**config.mk**
```make
export PLATFORM = sky130hd
export DESIGN_NAME = wb_arbiter_flat
export DESIGN_NICKNAME = d
export VERILOG_FILES = /design/src/rtl/wb_arbiter_if.sv /design/src/rtl/wb_arbiter.sv /design/src/flat_wrapper.sv
export SDC_FILE = /design/constraint.sdc
export NUM_CORES = 1
export LEC_CHECK = 0
export BUFFER_PORTS_ARGS = -buffer_cell sky130_fd_sc_hd__buf_2
export CORE_AREA = 2 2 123 125
export DETAILED_ROUTE_END_ITERATION = 8
export DIE_AREA = 0 0 125 127
export PLACE_DENSITY_LB_ADDON = 0.25
export SETUP_SLACK_MARGIN = 0.15
export SLEW_MARGIN = 40
export SYNTH_ARGS = -nofsm -noshare
export SYNTH_HDL_FRONTEND = slang
export SYNTH_SLANG_ARGS = --single-unit
```
**constraint.sdc**
```tcl
create_clock -name clk -period 2.6 [get_ports clk]
set_input_delay 0.39 -clock clk [delete_from_list [all_inputs] [get_ports clk]]
set_output_delay 0.39 -clock clk [all_outputs]
set_load 0.02 [all_outputs]
```
**src/rtl/wb_arbiter_if.sv**
```systemverilog
// One pipelined Wishbone link. "master" drives requests, "slave" answers them.
// The shared slave bus has no error line, so err only appears on the slave modport.
interface wb_arbiter_if;
    logic        cyc;
    logic        stb;
    logic        we;
    logic [31:0] addr;
    logic [31:0] wdata;
    logic [1:0]  width;
    logic        stall;
    logic        ack;
    logic        err;
    logic [31:0] rdata;

    modport master (
        output cyc, stb, we, addr, wdata, width,
        input  stall, ack, rdata
    );

    modport slave (
        input  cyc, stb, we, addr, wdata, width,
        output stall, ack, err, rdata
    );
endinterface

```
**src/rtl/wb_arbiter.sv**
```systemverilog
// Two-master round-robin arbiter for a pipelined Wishbone bus. Grant is held for a whole
// cycle; outstanding requests are tracked, stray acks dropped, hung slaves timed out.
module wb_arbiter #(
    parameter int unsigned MAX_PENDING = 7,
    parameter int unsigned TIMEOUT     = 1024
) (
    input  logic         clk,
    input  logic         reset,
    wb_arbiter_if.slave  m0_io,
    wb_arbiter_if.slave  m1_io,
    wb_arbiter_if.master s_io
);
    localparam logic [1:0] StIdle = 2'd0;
    localparam logic [1:0] StGnt0 = 2'd1;
    localparam logic [1:0] StGnt1 = 2'd2;

    localparam int unsigned        TimerW    = (TIMEOUT > 2) ? $clog2(TIMEOUT) : 1;
    localparam logic [TimerW-1:0]  TimerLast = (TIMEOUT == 0) ? '0 : TimerW'(TIMEOUT - 1);
    localparam logic [3:0]         PendMax   = 4'(MAX_PENDING);

    logic [1:0]        state_q, state_d;
    logic              last_grant_q, last_grant_d;
    logic [3:0]        pending_q, pending_d;
    logic [TimerW-1:0] timer_q, timer_d;
    logic              block0_q, block0_d;
    logic              block1_q, block1_d;

    logic gnt0, gnt1, owned, own_cyc, own_stb;
    logic full, accept, ack_ok, expire, elig0, elig1;

    always_comb begin
        gnt0    = (state_q == StGnt0);
        gnt1    = (state_q == StGnt1);
        owned   = gnt0 | gnt1;
        own_cyc = (gnt0 & m0_io.cyc) | (gnt1 & m1_io.cyc);
        own_stb = (gnt0 & m0_io.stb) | (gnt1 & m1_io.stb);
        full    = (pending_q == PendMax);
        accept  = own_cyc & own_stb & ~full & ~s_io.stall;
        // Acks with nothing outstanding are strays and never reach a master.
        ack_ok  = owned & s_io.ack & (pending_q != '0);
        expire  = (TIMEOUT != 0) & own_cyc & (pending_q != '0) & ~ack_ok &
                  (timer_q == TimerLast);
        elig0   = m0_io.cyc & ~block0_q;
        elig1   = m1_io.cyc & ~block1_q;
    end

    always_comb begin
        s_io.cyc   = own_cyc;
        s_io.stb   = own_cyc & own_stb & ~full;
        s_io.we    = gnt0 ? m0_io.we    : (gnt1 ? m1_io.we    : 1'b0);
        s_io.addr  = gnt0 ? m0_io.addr  : (gnt1 ? m1_io.addr  : '0);
        s_io.wdata = gnt0 ? m0_io.wdata : (gnt1 ? m1_io.wdata : '0);
        s_io.width = gnt0 ? m0_io.width : (gnt1 ? m1_io.width : '0);

        m0_io.stall = gnt0 ? (full | s_io.stall) : 1'b1;
        m0_io.ack   = gnt0 & ack_ok;
        m0_io.err   = gnt0 & expire;
        m0_io.rdata = gnt0 ? s_io.rdata : '0;
        m1_io.stall = gnt1 ? (full | s_io.stall) : 1'b1;
        m1_io.ack   = gnt1 & ack_ok;
        m1_io.err   = gnt1 & expire;
        m1_io.rdata = gnt1 ? s_io.rdata : '0;
    end

    always_comb begin
        state_d      = state_q;
        last_grant_d = last_grant_q;
        pending_d    = pending_q;
        timer_d      = '0;
        block0_d     = block0_q & m0_io.cyc;
        block1_d     = block1_q & m1_io.cyc;
        case (state_q)
            StIdle: begin
                // On a tie the master that was not served last wins.
                if (elig0 & (~elig1 | last_grant_q)) begin
                    state_d      = StGnt0;
                    last_grant_d = 1'b0;
                end else if (elig1) begin
                    state_d      = StGnt1;
                    last_grant_d = 1'b1;
                end
            end
            default: begin
                if (!own_cyc) begin
                    state_d   = StIdle;
                    pending_d = '0;
                end else if (expire) begin
                    state_d   = StIdle;
                    pending_d = '0;
                    block0_d  = block0_d | gnt0;
                    block1_d  = block1_d | gnt1;
                end else begin
                    pending_d = pending_q + 4'(accept) - 4'(ack_ok);
                    if ((pending_q != '0) && !ack_ok) begin
                        timer_d = timer_q + TimerW'(1);
                    end
                end
            end
        endcase
    end

    always_ff @(posedge clk) begin
        if (reset) begin
            state_q      <= StIdle;
            last_grant_q <= 1'b1;
            pending_q    <= '0;
            timer_q      <= '0;
            block0_q     <= 1'b0;
            block1_q     <= 1'b0;
        end else begin
            state_q      <= state_d;
            last_grant_q <= last_grant_d;
            pending_q    <= pending_d;
            timer_q      <= timer_d;
            block0_q     <= block0_d;
            block1_q     <= block1_d;
        end
    end
endmodule
```
**src/flat_wrapper.sv**
```systemverilog
// flat-port wrapper written by rule: the top's interface ports become plain ports
module wb_arbiter_flat 
#(
    parameter int unsigned MAX_PENDING = 7,
    parameter int unsigned TIMEOUT     = 1024
)
  (clk, reset, m0_io_cyc, m0_io_stb, m0_io_we, m0_io_addr, m0_io_wdata, m0_io_width, m0_io_stall, m0_io_ack, m0_io_err, m0_io_rdata, m1_io_cyc, m1_io_stb, m1_io_we, m1_io_addr, m1_io_wdata, m1_io_width, m1_io_stall, m1_io_ack, m1_io_err, m1_io_rdata, s_io_cyc, s_io_stb, s_io_we, s_io_addr, s_io_wdata, s_io_width, s_io_stall, s_io_ack, s_io_rdata);
  wb_arbiter_if m0_io_i ();
  wb_arbiter_if m1_io_i ();
  wb_arbiter_if s_io_i ();
  input  logic clk;
  input  logic reset;
  input wire logic [$bits(m0_io_i.cyc)-1:0] m0_io_cyc;
  input wire logic [$bits(m0_io_i.stb)-1:0] m0_io_stb;
  input wire logic [$bits(m0_io_i.we)-1:0] m0_io_we;
  input wire logic [$bits(m0_io_i.addr)-1:0] m0_io_addr;
  input wire logic [$bits(m0_io_i.wdata)-1:0] m0_io_wdata;
  input wire logic [$bits(m0_io_i.width)-1:0] m0_io_width;
  output wire logic [$bits(m0_io_i.stall)-1:0] m0_io_stall;
  output wire logic [$bits(m0_io_i.ack)-1:0] m0_io_ack;
  output wire logic [$bits(m0_io_i.err)-1:0] m0_io_err;
  output wire logic [$bits(m0_io_i.rdata)-1:0] m0_io_rdata;
  input wire logic [$bits(m1_io_i.cyc)-1:0] m1_io_cyc;
  input wire logic [$bits(m1_io_i.stb)-1:0] m1_io_stb;
  input wire logic [$bits(m1_io_i.we)-1:0] m1_io_we;
  input wire logic [$bits(m1_io_i.addr)-1:0] m1_io_addr;
  input wire logic [$bits(m1_io_i.wdata)-1:0] m1_io_wdata;
  input wire logic [$bits(m1_io_i.width)-1:0] m1_io_width;
  output wire logic [$bits(m1_io_i.stall)-1:0] m1_io_stall;
  output wire logic [$bits(m1_io_i.ack)-1:0] m1_io_ack;
  output wire logic [$bits(m1_io_i.err)-1:0] m1_io_err;
  output wire logic [$bits(m1_io_i.rdata)-1:0] m1_io_rdata;
  output wire logic [$bits(s_io_i.cyc)-1:0] s_io_cyc;
  output wire logic [$bits(s_io_i.stb)-1:0] s_io_stb;
  output wire logic [$bits(s_io_i.we)-1:0] s_io_we;
  output wire logic [$bits(s_io_i.addr)-1:0] s_io_addr;
  output wire logic [$bits(s_io_i.wdata)-1:0] s_io_wdata;
  output wire logic [$bits(s_io_i.width)-1:0] s_io_width;
  input wire logic [$bits(s_io_i.stall)-1:0] s_io_stall;
  input wire logic [$bits(s_io_i.ack)-1:0] s_io_ack;
  input wire logic [$bits(s_io_i.rdata)-1:0] s_io_rdata;
  assign m0_io_i.cyc = m0_io_cyc;
  assign m0_io_i.stb = m0_io_stb;
  assign m0_io_i.we = m0_io_we;
  assign m0_io_i.addr = m0_io_addr;
  assign m0_io_i.wdata = m0_io_wdata;
  assign m0_io_i.width = m0_io_width;
  assign m0_io_stall = m0_io_i.stall;
  assign m0_io_ack = m0_io_i.ack;
  assign m0_io_err = m0_io_i.err;
  assign m0_io_rdata = m0_io_i.rdata;
  assign m1_io_i.cyc = m1_io_cyc;
  assign m1_io_i.stb = m1_io_stb;
  assign m1_io_i.we = m1_io_we;
  assign m1_io_i.addr = m1_io_addr;
  assign m1_io_i.wdata = m1_io_wdata;
  assign m1_io_i.width = m1_io_width;
  assign m1_io_stall = m1_io_i.stall;
  assign m1_io_ack = m1_io_i.ack;
  assign m1_io_err = m1_io_i.err;
  assign m1_io_rdata = m1_io_i.rdata;
  assign s_io_cyc = s_io_i.cyc;
  assign s_io_stb = s_io_i.stb;
  assign s_io_we = s_io_i.we;
  assign s_io_addr = s_io_i.addr;
  assign s_io_wdata = s_io_i.wdata;
  assign s_io_width = s_io_i.width;
  assign s_io_i.stall = s_io_stall;
  assign s_io_i.ack = s_io_ack;
  assign s_io_i.rdata = s_io_rdata;
  wb_arbiter #(.MAX_PENDING(MAX_PENDING), .TIMEOUT(TIMEOUT)) u_core (.clk(clk), .reset(reset), .m0_io(m0_io_i), .m1_io(m1_io_i), .s_io(s_io_i));
endmodule
```
==> impl_metrics.csv <==
group,metric,value,unit
global_route,grt_pass1_wl,17900,um
timing,finalCriticalPeriod,2.33,ns
final_layout,final_cell_mix,"buf_2 (312), nand2_1 (137), and2_1 (68)",
synthesis,synth_top_family_by_area,"simple AND/OR/NAND/NOR gates",
worst_setup_path,crit_fanout,3,
worst_setup_path,r2r-end,"u_core.pending_q[2]$_SDFFE_PP0N_",
timing,timing.hold.ws,0.440,ns
synthesis,synthAdderAreaFrac,5.92,%
placed_design,hpwlAfterDp,10100,um
clocking,numCtsBuffers,3,
final_layout,syn_to_final_growth,78.6,%
timing,finalCritPeriodShare,89.7,%
detailed_routing,detail-route-antenna-nets,0,
final_layout,final_common_cell,"buf_2",
final_layout,nets,891,
die,dieArea,15900,um2
clocking,cts_tree,"built",
detailed_routing,dr.pass1.iters,4,
die,die_w,125,um
timing,finalMaxSlewViolations,0,
worst_setup_path,r2r_setup_slack,0.27,ns
timing,max_slew_margin,66.7,%
placed_design,gp_congestion,0.831,
synthesis,ys_ff_latch,19,
clocking,clk_latency,0.25,ns
final_layout,drive_gt1_share,48.7,%
synthesis,yosysWarnings,0,
clocking,cts_max_path_buffers,2,
timing,final.setup_skew,0.00125,ns
hold_path,holdCritPathClass,"in -> reg",
final_layout,antenna_cells,0,
die,core,14400,um2
global_route,grt_max_degree,125,
clocking,cts-htree-levels,1,
clocking,hold_buffers,0,
flow_run,maxCapViolCount,0,
power_and_ir_drop,leakagePower,2.38,nW
synthesis,ys_types,36,
synthesis,synth_top_area_share,21.0,%
hold_path,hold_path_depth,3,
timing,fmax,429,MHz
die,rows,44,
synthesis,syn_area_per_cell,6.02,um2
synthesis,postSynthCellCount,407,
die,die_h,127,um
synthesis,synth_compound_area_share,20.7,%
clocking,clockRootBuffer,"clkbuf_16",
detailed_routing,drc_errors,0,
clocking,cts_sinks,19,
global_route,grt_use_total,13.7,%
global_route,antenna_found_initial,1,
synthesis,yosys-top-cells-area,"nand2_1 (21%), and2_1 (17%), dfxtp_1 (16%)",
worst_setup_path,cp.required,2.73,ns
timing,rsz0062_at_grt,"no",
timing,hold_viol,0,
final_layout,nFillCells,1644,
detailed_routing,viasPerCell,4.14,
worst_setup_path,arrival,2.46,ns
power_and_ir_drop,ir_worst_vdd,0.000287,V
detailed_routing,routed-via-count,3681,
synthesis,synth-xor-area-share,3.58,%
die,pin_count,313,
status,status,"completed",
synthesis,yosys.area_share.simple,47.7,%
global_route,grt_pass1_vias,3216,
synthesis,ys_seq_area_share,15.5,%
detailed_routing,first_iter_violations,174,
worst_setup_path,crit_path_end_kind,"flop",
synthesis,yosys.area.top_type,"nand2_1",
synthesis,muxShareOfSynthArea,0,%
worst_setup_path,r2r_start,"u_core.pending_q[2]$_SDFFE_PP0N_",
detailed_routing,wl_per_cell,14.2,um
worst_setup_path,reg2reg_depth,10,
worst_setup_path,criticalPathCategory,"reg -> reg",
worst_setup_path,cp-start-kind,"flop",
placed_design,portBuffers,312,
global_route,overflow,0,
die,start_util,17.0,%
synthesis,syn-cell-area,2450,um2
clocking,clk_pin_slew_worst_paths,0.05,ns
detailed_routing,wl,12600,um
hold_path,worstHoldStart,"m0_io_cyc",
timing,worst-slew-pin-transition,0.498,ns
power_and_ir_drop,p_per_area,326,nW/um2
timing,setup_viol,0,
timing,tns,0,ns
hold_path,whs_endpoint,"u_core.block0_q$_SDFF_PP0_",
synthesis,syn_nets,592,
==> power breakdown <==
group          leakage, nW  internal, mW  total [mW]  switching [mW]
Combinational         2.19         0.306       0.813           0.507
Clock               0.0382         0.208       0.314           0.106
Sequential           0.154         0.296       0.301         0.00445
==> critical path: stages, from the launching register on <==
cell     delay, ns
dfxtp_2       0.33
inv_2         0.05
ha_1          0.13
or3b_4        0.37
nor2b_2       0.18
ha_1          0.28
inv_1         0.04
ha_2          0.19
fa_1          0.40
xnor2_1       0.17
o21ai_1       0.07
==> how the worst max path moves through the flow <==
stage                                     startpoint                          endpoint  slack (ns)  cells past startpoint
global placement    u_core.pending_q[2]$_SDFFE_PP0N_  u_core.pending_q[2]$_SDFFE_PP0N_        0.27                     10
finish              u_core.pending_q[2]$_SDFFE_PP0N_  u_core.pending_q[2]$_SDFFE_PP0N_        0.27                     10
detailed placement  u_core.pending_q[2]$_SDFFE_PP0N_  u_core.pending_q[1]$_SDFFE_PP0N_        0.22                      9
floorplan           u_core.pending_q[2]$_SDFFE_PP0N_  u_core.pending_q[1]$_SDFFE_PP0N_        0.26                      9
global route          u_core.state_q[1]$_SDFFE_PP0P_  u_core.pending_q[3]$_SDFFE_PP0N_        0.12                     11
CTS                   u_core.state_q[0]$_SDFFE_PP0P_                     s_io_addr[31]        0.15                      6
==> cells in the mapped netlist <==
| library cell | count |
|---|---|
| xor2_1 | 6 |
| o21ai_1 | 1 |
| buf_2 | 8 |
| buf_4 | 1 |
| or2_2 | 1 |
| a22o_1 | 7 |
| inv_1 | 10 |
| fa_1 | 1 |
| nor3_4 | 1 |
| nand3_1 | 3 |
| o2bb2ai_1 | 2 |
| clkbuf_1 | 19 |
| a21oi_1 | 4 |
| nand4_2 | 1 |
| a31oi_1 | 2 |
| and4_1 | 2 |
| nand2b_1 | 1 |
| and3_1 | 3 |
| xnor2_1 | 4 |
| nand4_4 | 1 |
| o21a_1 | 2 |
| nor3_2 | 1 |
| o211ai_1 | 1 |
| and2_1 | 68 |
| nor2_1 | 10 |
| nand4_1 | 2 |
| buf_1 | 1 |
| o21ai_0 | 68 |
| nand2_1 | 137 |
| ha_1 | 10 |
| a22oi_4 | 1 |
| nor2b_1 | 5 |
| a21o_1 | 1 |
| dfxtp_1 | 19 |
| nor3b_1 | 2 |
| or3b_1 | 1 |
==> stage by stage <==
step	std cells	cell area [um2]	power (mW)	utilization [%]	setup WS [ns]
after CTS	886	4300	1.43	29.8	0.152
final	889	4380	1.43	30.3	0.268
after detailed placement	882	4220	1.10	29.2	0.224
after floorplan	407	2450	0.750	-	0.257
after global placement	882	4220	1.10	29.2	0.273
after global routing	889	4380	1.52	30.3	0.125
==> layout make-up <==
| class | instances | area [um2] | share of cell area [%] |
|---|---|---|---|
| Multi-Input combinational cell | 349 | 1950 | 44.7 |
| Timing Repair Buffer | 323 | 1690 | 38.7 |
| Sequential cell | 19 | 383 | 8.75 |
| Tap cell | 184 | 230 | 5.26 |
| Clock buffer | 4 | 78.8 | 1.80 |
| Inverter | 10 | 37.5 | 0.858 |
==> sequential cells by signal, indices dropped and copies added, names as in the netlist <==
| register | cells |
|---|---|
| u_core.state_q | 2 |
| u_core.pending_q | 4 |
| u_core.last_grant_q | 1 |
| u_core.block1_q | 1 |
| u_core.block0_q | 1 |
| u_core.timer_q | 10 |
==> per-layer routing <==
metal / vias up / GRT usage [%] / share of wire, %
li1: 1918 / - / -
met1: 1612 / 18.6 / 43
met2: 140 / 23.6 / 50
met3: 9 / 2.55 / 6.7
met4: 2 / 1.50 / 0.36
met5: - / 0 / 0.10
==> repair_timing <==
action                                  CTS  global route
gates cloned                              0             1
pin swaps                                 0             2
setup buffers                             0             2
gates resized for setup                   1            14
endpoints found under the setup margin    1            29
==> logic make-up (layout without fill, tap and decap cells) <==
logic type,after synthesis,count (layout)
flops,19,19
simple gates,239,239
xor+xnor,10,10
buf+inv,39,337
compound gates,89,89
fa+ha+maj,11,11
No activity file was read; power rests on OpenSTA's default activity.
